<file path="config.mk">
export PLATFORM = sky130hd
export DESIGN_NAME = pulse_count_ctrl_flat
export DESIGN_NICKNAME = d
export VERILOG_FILES = /design/src/rtl/pulse_count_ctrl_pkg.sv /design/src/rtl/pulse_count_ctrl_if.sv /design/src/rtl/pulse_count_ctrl_updown_limit_cnt.sv /design/src/rtl/pulse_count_ctrl.sv /design/src/flat_wrapper.sv
export SDC_FILE = /design/constraint.sdc
export NUM_CORES = 1
export LEC_CHECK = 0
export CORE_AREA = 2 2 69 71
export DETAILED_ROUTE_END_ITERATION = 10
export DIE_AREA = 0 0 71 73
export MAX_ROUTING_LAYER = met4
export SYNTH_ARGS = -nofsm -noshare
export SYNTH_HDL_FRONTEND = slang
export SYNTH_SLANG_ARGS = --single-unit
</file>
<file path="constraint.sdc">
create_clock -name clk -period 2.5 [get_ports clk]
set_input_delay 0.25 -clock clk [delete_from_list [all_inputs] [get_ports clk]]
set_output_delay 0.25 -clock clk [all_outputs]
set_load 0.1 [all_outputs]
</file>
<file path="src/rtl/pulse_count_ctrl_pkg.sv">
// Shared state encoding and default sizing for the pulse counter controller.
package pulse_count_ctrl_pkg;

    localparam int DEFAULT_WIDTH = 8;

    typedef enum logic [1:0] {
        ST_IDLE = 2'd0,
        ST_RUN  = 2'd1,
        ST_HOLD = 2'd2,
        ST_DONE = 2'd3
    } state_t;

endpackage

</file>
<file path="src/rtl/pulse_count_ctrl_if.sv">
// Tick inputs, configuration and status bundle between debouncers, controller and display.
interface pulse_count_ctrl_if
    import pulse_count_ctrl_pkg::*;
#(
    parameter int WIDTH = DEFAULT_WIDTH
) ();

    logic             start_tick;
    logic             clr_tick;
    logic             pulse_tick;
    logic             dir;
    logic [WIDTH-1:0] limit;
    logic [WIDTH-1:0] q;
    logic             running;
    logic             done;
    logic             wrap;

    modport master (
        output start_tick, clr_tick, pulse_tick, dir, limit,
        input  q, running, done, wrap
    );

    modport slave (
        input  start_tick, clr_tick, pulse_tick, dir, limit,
        output q, running, done, wrap
    );

endinterface

</file>
<file path="src/rtl/pulse_count_ctrl_updown_limit_cnt.sv">
// Up/down counter that wraps between 0 and a limit; load has priority over counting.
module pulse_count_ctrl_updown_limit_cnt
    import pulse_count_ctrl_pkg::*;
#(
    parameter int WIDTH = DEFAULT_WIDTH
) (
    input  logic             clk,
    input  logic             reset,
    input  logic             en,
    input  logic             dir,
    input  logic             load,
    input  logic [WIDTH-1:0] load_val,
    input  logic [WIDTH-1:0] limit,
    output logic [WIDTH-1:0] q,
    output logic             at_term
);

    // Terminal is checked before stepping, so the count never passes the limit.
    assign at_term = dir ? (q == '0) : (q == limit);

    always_ff @(posedge clk) begin
        if (reset) begin
            q <= '0;
        end else if (load) begin
            q <= load_val;
        end else if (en) begin
            if (at_term) begin
                q <= dir ? limit : '0;
            end else if (dir) begin
                q <= q - 1'b1;
            end else begin
                q <= q + 1'b1;
            end
        end
    end

endmodule

</file>
<file path="src/rtl/pulse_count_ctrl.sv">
// Start/pause/clear sequencing around an up/down limit counter, with registered status.
module pulse_count_ctrl
    import pulse_count_ctrl_pkg::*;
#(
    parameter int WIDTH       = DEFAULT_WIDTH,
    parameter bit AUTO_RELOAD = 1'b1
) (
    input  logic             clk,
    input  logic             reset,
    pulse_count_ctrl_if.slave bus
);

    state_t           state;
    state_t           state_next;
    logic [WIDTH-1:0] limit_r;
    logic             dir_r;
    logic [WIDTH-1:0] limit_eff;
    logic [WIDTH-1:0] load_val;
    logic [WIDTH-1:0] q;
    logic             at_term;
    logic             cnt_en;
    logic             cnt_load;
    logic             cfg_load;
    logic             wrap_next;
    logic             running_r;
    logic             done_r;
    logic             wrap_r;

    assign limit_eff = (bus.limit == '0) ? '1 : bus.limit;

    always_ff @(posedge clk) begin
        if (reset) begin
            state     <= ST_IDLE;
            limit_r   <= '1;
            dir_r     <= 1'b0;
            running_r <= 1'b0;
            done_r    <= 1'b0;
            wrap_r    <= 1'b0;
        end else begin
            state     <= state_next;
            running_r <= (state_next == ST_RUN);
            done_r    <= (state_next == ST_DONE);
            wrap_r    <= wrap_next;
            if (cfg_load) begin
                limit_r <= limit_eff;
                dir_r   <= bus.dir;
            end
        end
    end

    always_comb begin
        state_next = state;
        cnt_en     = 1'b0;
        cnt_load   = 1'b0;
        cfg_load   = 1'b0;
        load_val   = '0;
        wrap_next  = 1'b0;

        case (state)
            ST_IDLE: begin
                if (bus.start_tick) begin
                    state_next = ST_RUN;
                    cfg_load   = 1'b1;
                    cnt_load   = 1'b1;
                    load_val   = bus.dir ? limit_eff : '0;
                end
            end
            ST_RUN: begin
                if (bus.start_tick) begin
                    state_next = ST_HOLD;
                end
                // A pulse arriving with start is still counted; reaching DONE overrides HOLD.
                if (bus.pulse_tick) begin
                    if (!at_term) begin
                        cnt_en = 1'b1;
                    end else if (AUTO_RELOAD) begin
                        cnt_en    = 1'b1;
                        wrap_next = 1'b1;
                    end else begin
                        state_next = ST_DONE;
                    end
                end
            end
            ST_HOLD: begin
                if (bus.start_tick) begin
                    state_next = ST_RUN;
                end
            end
            default: begin
            end
        endcase

        if (bus.clr_tick) begin
            state_next = ST_IDLE;
            cnt_en     = 1'b0;
            cnt_load   = 1'b1;
            cfg_load   = 1'b0;
            load_val   = '0;
            wrap_next  = 1'b0;
        end
    end

    pulse_count_ctrl_updown_limit_cnt #(
        .WIDTH (WIDTH)
    ) u_cnt (
        .clk      (clk),
        .reset    (reset),
        .en       (cnt_en),
        .dir      (dir_r),
        .load     (cnt_load),
        .load_val (load_val),
        .limit    (limit_r),
        .q        (q),
        .at_term  (at_term)
    );

    assign bus.q       = q;
    assign bus.running = running_r;
    assign bus.done    = done_r;
    assign bus.wrap    = wrap_r;

endmodule

</file>
<file path="src/flat_wrapper.sv">
// flat-port wrapper written by rule: the top's interface ports become plain ports
module pulse_count_ctrl_flat import pulse_count_ctrl_pkg::*;
#(
    parameter int WIDTH       = DEFAULT_WIDTH,
    parameter bit AUTO_RELOAD = 1'b1
)
  (clk, reset, bus_start_tick, bus_clr_tick, bus_pulse_tick, bus_dir, bus_limit, bus_q, bus_running, bus_done, bus_wrap);
  pulse_count_ctrl_if #(.WIDTH(WIDTH)) bus_i ();
  input  logic clk;
  input  logic reset;
  input wire logic [$bits(bus_i.start_tick)-1:0] bus_start_tick;
  input wire logic [$bits(bus_i.clr_tick)-1:0] bus_clr_tick;
  input wire logic [$bits(bus_i.pulse_tick)-1:0] bus_pulse_tick;
  input wire logic [$bits(bus_i.dir)-1:0] bus_dir;
  input wire logic [$bits(bus_i.limit)-1:0] bus_limit;
  output wire logic [$bits(bus_i.q)-1:0] bus_q;
  output wire logic [$bits(bus_i.running)-1:0] bus_running;
  output wire logic [$bits(bus_i.done)-1:0] bus_done;
  output wire logic [$bits(bus_i.wrap)-1:0] bus_wrap;
  assign bus_i.start_tick = bus_start_tick;
  assign bus_i.clr_tick = bus_clr_tick;
  assign bus_i.pulse_tick = bus_pulse_tick;
  assign bus_i.dir = bus_dir;
  assign bus_i.limit = bus_limit;
  assign bus_q = bus_i.q;
  assign bus_running = bus_i.running;
  assign bus_done = bus_i.done;
  assign bus_wrap = bus_i.wrap;
  pulse_count_ctrl #(.WIDTH(WIDTH), .AUTO_RELOAD(AUTO_RELOAD)) u_core (.clk(clk), .reset(reset), .bus(bus_i));
endmodule
</file>
==> out/metrics.cfg <==
[layout]
multi_input_comb_area_um2=898
area_growth_pct=27.7
antennaDiodeCount=0
layout-drive-gt1-share_pct=15.7
fillers=453
nets=220
final_core_util_pct=39.1
regArea_um2=440
fin_cells=252

[worst_hold_path]
min_path_cells=1
hold_path.class=flip-flop to flip-flop

[die]
fp.dieW_um=71
start_util_pct=30.6
core_um2=4540
die_h_um=73
rows=25
die_area_um2=5180
ios=25

[power_and_ir_drop]
switching_share_pct=32.1
seq_power_share_pct=39.3
p_comb_share_pct=28.2
p_clk_share_pct=32.6
p_total_mw=1.03
netSwitchingPower_mw=0.330
internal-power_mw=0.697
p_per_area_nw_per_um2=579
leakagePower_nw=0.718
ir_drop_mv=0.274

[flow_run]
cap_violations=0

[timing]
tightest_slew_ps=550
fmax_mhz=456
hold_violations=0
period_needed_ps=2200
rsz0062_at_grt=false
drv_slew=0
timing.final.crit_share_pct=87.8
setup_viol=0
relSlewSlack_pct=63.1
fin_setup_tns_ps=0
finalClockSkew_ps=10.8

[clocking]
post_cts_buffers=0
h-tree-depth=1
cts_tree=yes
cts_buffers=3
clk_pin_slew_ps=90
clock-root-buffer=clkbuf_8
clock_latency_ps=270
clockBufferDepth=2
hold_buffers=0
cts.sinks=22
cts_resized=0

[route]
drtIter0Drc=90
dr_total_vias=1289
route.detailed.drc=0
wl_per_cell_um=14.0
antenna_left=0
via_per_inst=5.12
drt_first_pass_iters=5
finalWirelength_mm=3.53

[global_route]
gr-usage-all-layers_pct=14.3
gr-usage-met3_pct=4.01
grt_first_pass_wirelength_mm=5.76
grt_max_degree=19
gr-total-overflow=0
grt_use_met2_pct=24.0
grt.busiest_layer=met2
antenna_found_initial=0
gr-usage-met1_pct=17.5
grt_pass1_vias=1216

[worst_setup_path]
path_max_fanout=7
ff2ff_path_depth=6
cpPeakStageDelay_ps=540
cp_slowest_cell=or4_4
critPathArrivalTime_ps=2410
end_kind=flip-flop
critPathKind=flip-flop to flip-flop
worstSetupStartpointType=flip-flop
critPathRequiredTime_ps=2710
cp_cell_sequence=or4_4, nor4_4, nor3b_4, a211oi_2, a211o_1, a21oi_1

[placement]
io_buffers=24
dp_cells=248
hpwl_mm=2.67
gp_congestion=0.842

[synthesis]
synth_common_cells=nor2_1, dfxtp_1, a21oi_1
ys_seq_area_share_pct=31.7
synthTopCellsByArea=dfxtp_1, nor2_1, xor2_1
synth_fp_nets=190
synth_edf_count=0
yosysMostFrequentCell=nor2_1
syn_inst=169
syn_avg_cell_area_um2=8.22
yosysTopAreaCellShare_pct=31.7
ys.flop_type=dfxtp_1
ys_warn_count=0
mappedNetlistArea_um2=1390
ys_seq_elements=22
synthArstFlopShare_pct=0
yosysUniqueCellTypes=40
yosysTopAreaCell=dfxtp_1

[outcome]
outcome=complete, no violations

[layout make-up]
type                       instances  area share (%)
multi-input combinational        134            50.7
sequential                        22            24.8
timing repair buffer              32            15.4
tap                               54            3.81
clock buffer                       3            2.33
clock inverter                     1            1.69
inverter                           6            1.27
[through the flow]
step                      instance area (µm²)  hold slack [ps]  setup WS (ps)
after floorplan                          1390              329           9.29
after CTS                                1770              525            298
final                                    1770              534            305
after detailed placement                 1700              508            315
after global placement                   1700              500            298
after global routing                     1770              551            174
[power by group through the flow]
stage	Clock (mW)	Sequential [mW]	Combinational, mW
after floorplan	0	0.482	0.132
after global routing	0.354	0.407	0.312
after detailed placement	0	0.411	0.288
after global placement	0	0.412	0.289
final	0.335	0.403	0.289
after CTS	0.339	0.402	0.290
[registers in the layout, summed over array words and instances, names as in the netlist]
signal	flops
u_core.bus.running	1
u_core.limit_r	8
u_core.u_cnt.q	8
u_core.bus.done	1
u_core.bus.wrap	1
u_core.dir_r	1
u_core.state	2
[cells by family (layout without fill, tap and decap cells)]
group,Yosys count,in the layout,share of synthesized area (%)
simple gates,63,63,23.7
xor+xnor,14,14,8.83
buf+inv,13,42,3.60
mux,1,1,0.721
compound gates,49,49,24.6
fa+ha+maj,7,7,6.85
flops,22,22,31.7
[critical path, delay by kind of cell, from the launching register on]
kind,cells,cell delay (ps)
AND/OR/NAND/NOR,3,1220
AO/OA/AOI/OAI,3,550
flip-flops,1,370
[placed cells by master (no fill, tap or decap), types with 2 or more instances in the layout]
| cell | n |
|---|---|
| nor2b_1 | 3 |
| nand2_1 | 4 |
| ha_1 | 6 |
| nor2_1 | 31 |
| clkbuf_8 | 3 |
| a21oi_1 | 17 |
| inv_1 | 6 |
| nand2b_1 | 2 |
| a211oi_1 | 3 |
| o21ai_0 | 7 |
| clkdlybuf4s50_1 | 13 |
| nor4_1 | 3 |
| nand3_1 | 5 |
| nor3_1 | 6 |
| dfxtp_1 | 22 |
| o221a_2 | 2 |
| a311oi_1 | 2 |
| buf_4 | 19 |
| xor2_1 | 11 |
| xnor2_1 | 3 |
| a211o_1 | 10 |
[final timing paths]
| kind | start | endpoint | slack (ps) |
|---|---|---|---|
| setup reg to reg | u_core.u_cnt.q[4] | u_core.u_cnt.q[7] | 300 |
| hold reg to reg | u_core.limit_r[0] | u_core.limit_r[0] | 530 |
| setup / recovery | u_core.u_cnt.q[4] | u_core.u_cnt.q[7] | 300 |
| hold / removal | u_core.limit_r[0] | u_core.limit_r[0] | 530 |
[metal layers]
| layer | share of wire (%) | vias to the layer above |
|---|---|---|
| met2 | 46 | 35 |
| met1 | 47 | 580 |
| met3 | 6.6 | 4 |
| met4 | 1.0 | 0 |
| li1 | - | 670 |
| met5 | 0 | - |
Power figures use the tool's default switching activity.
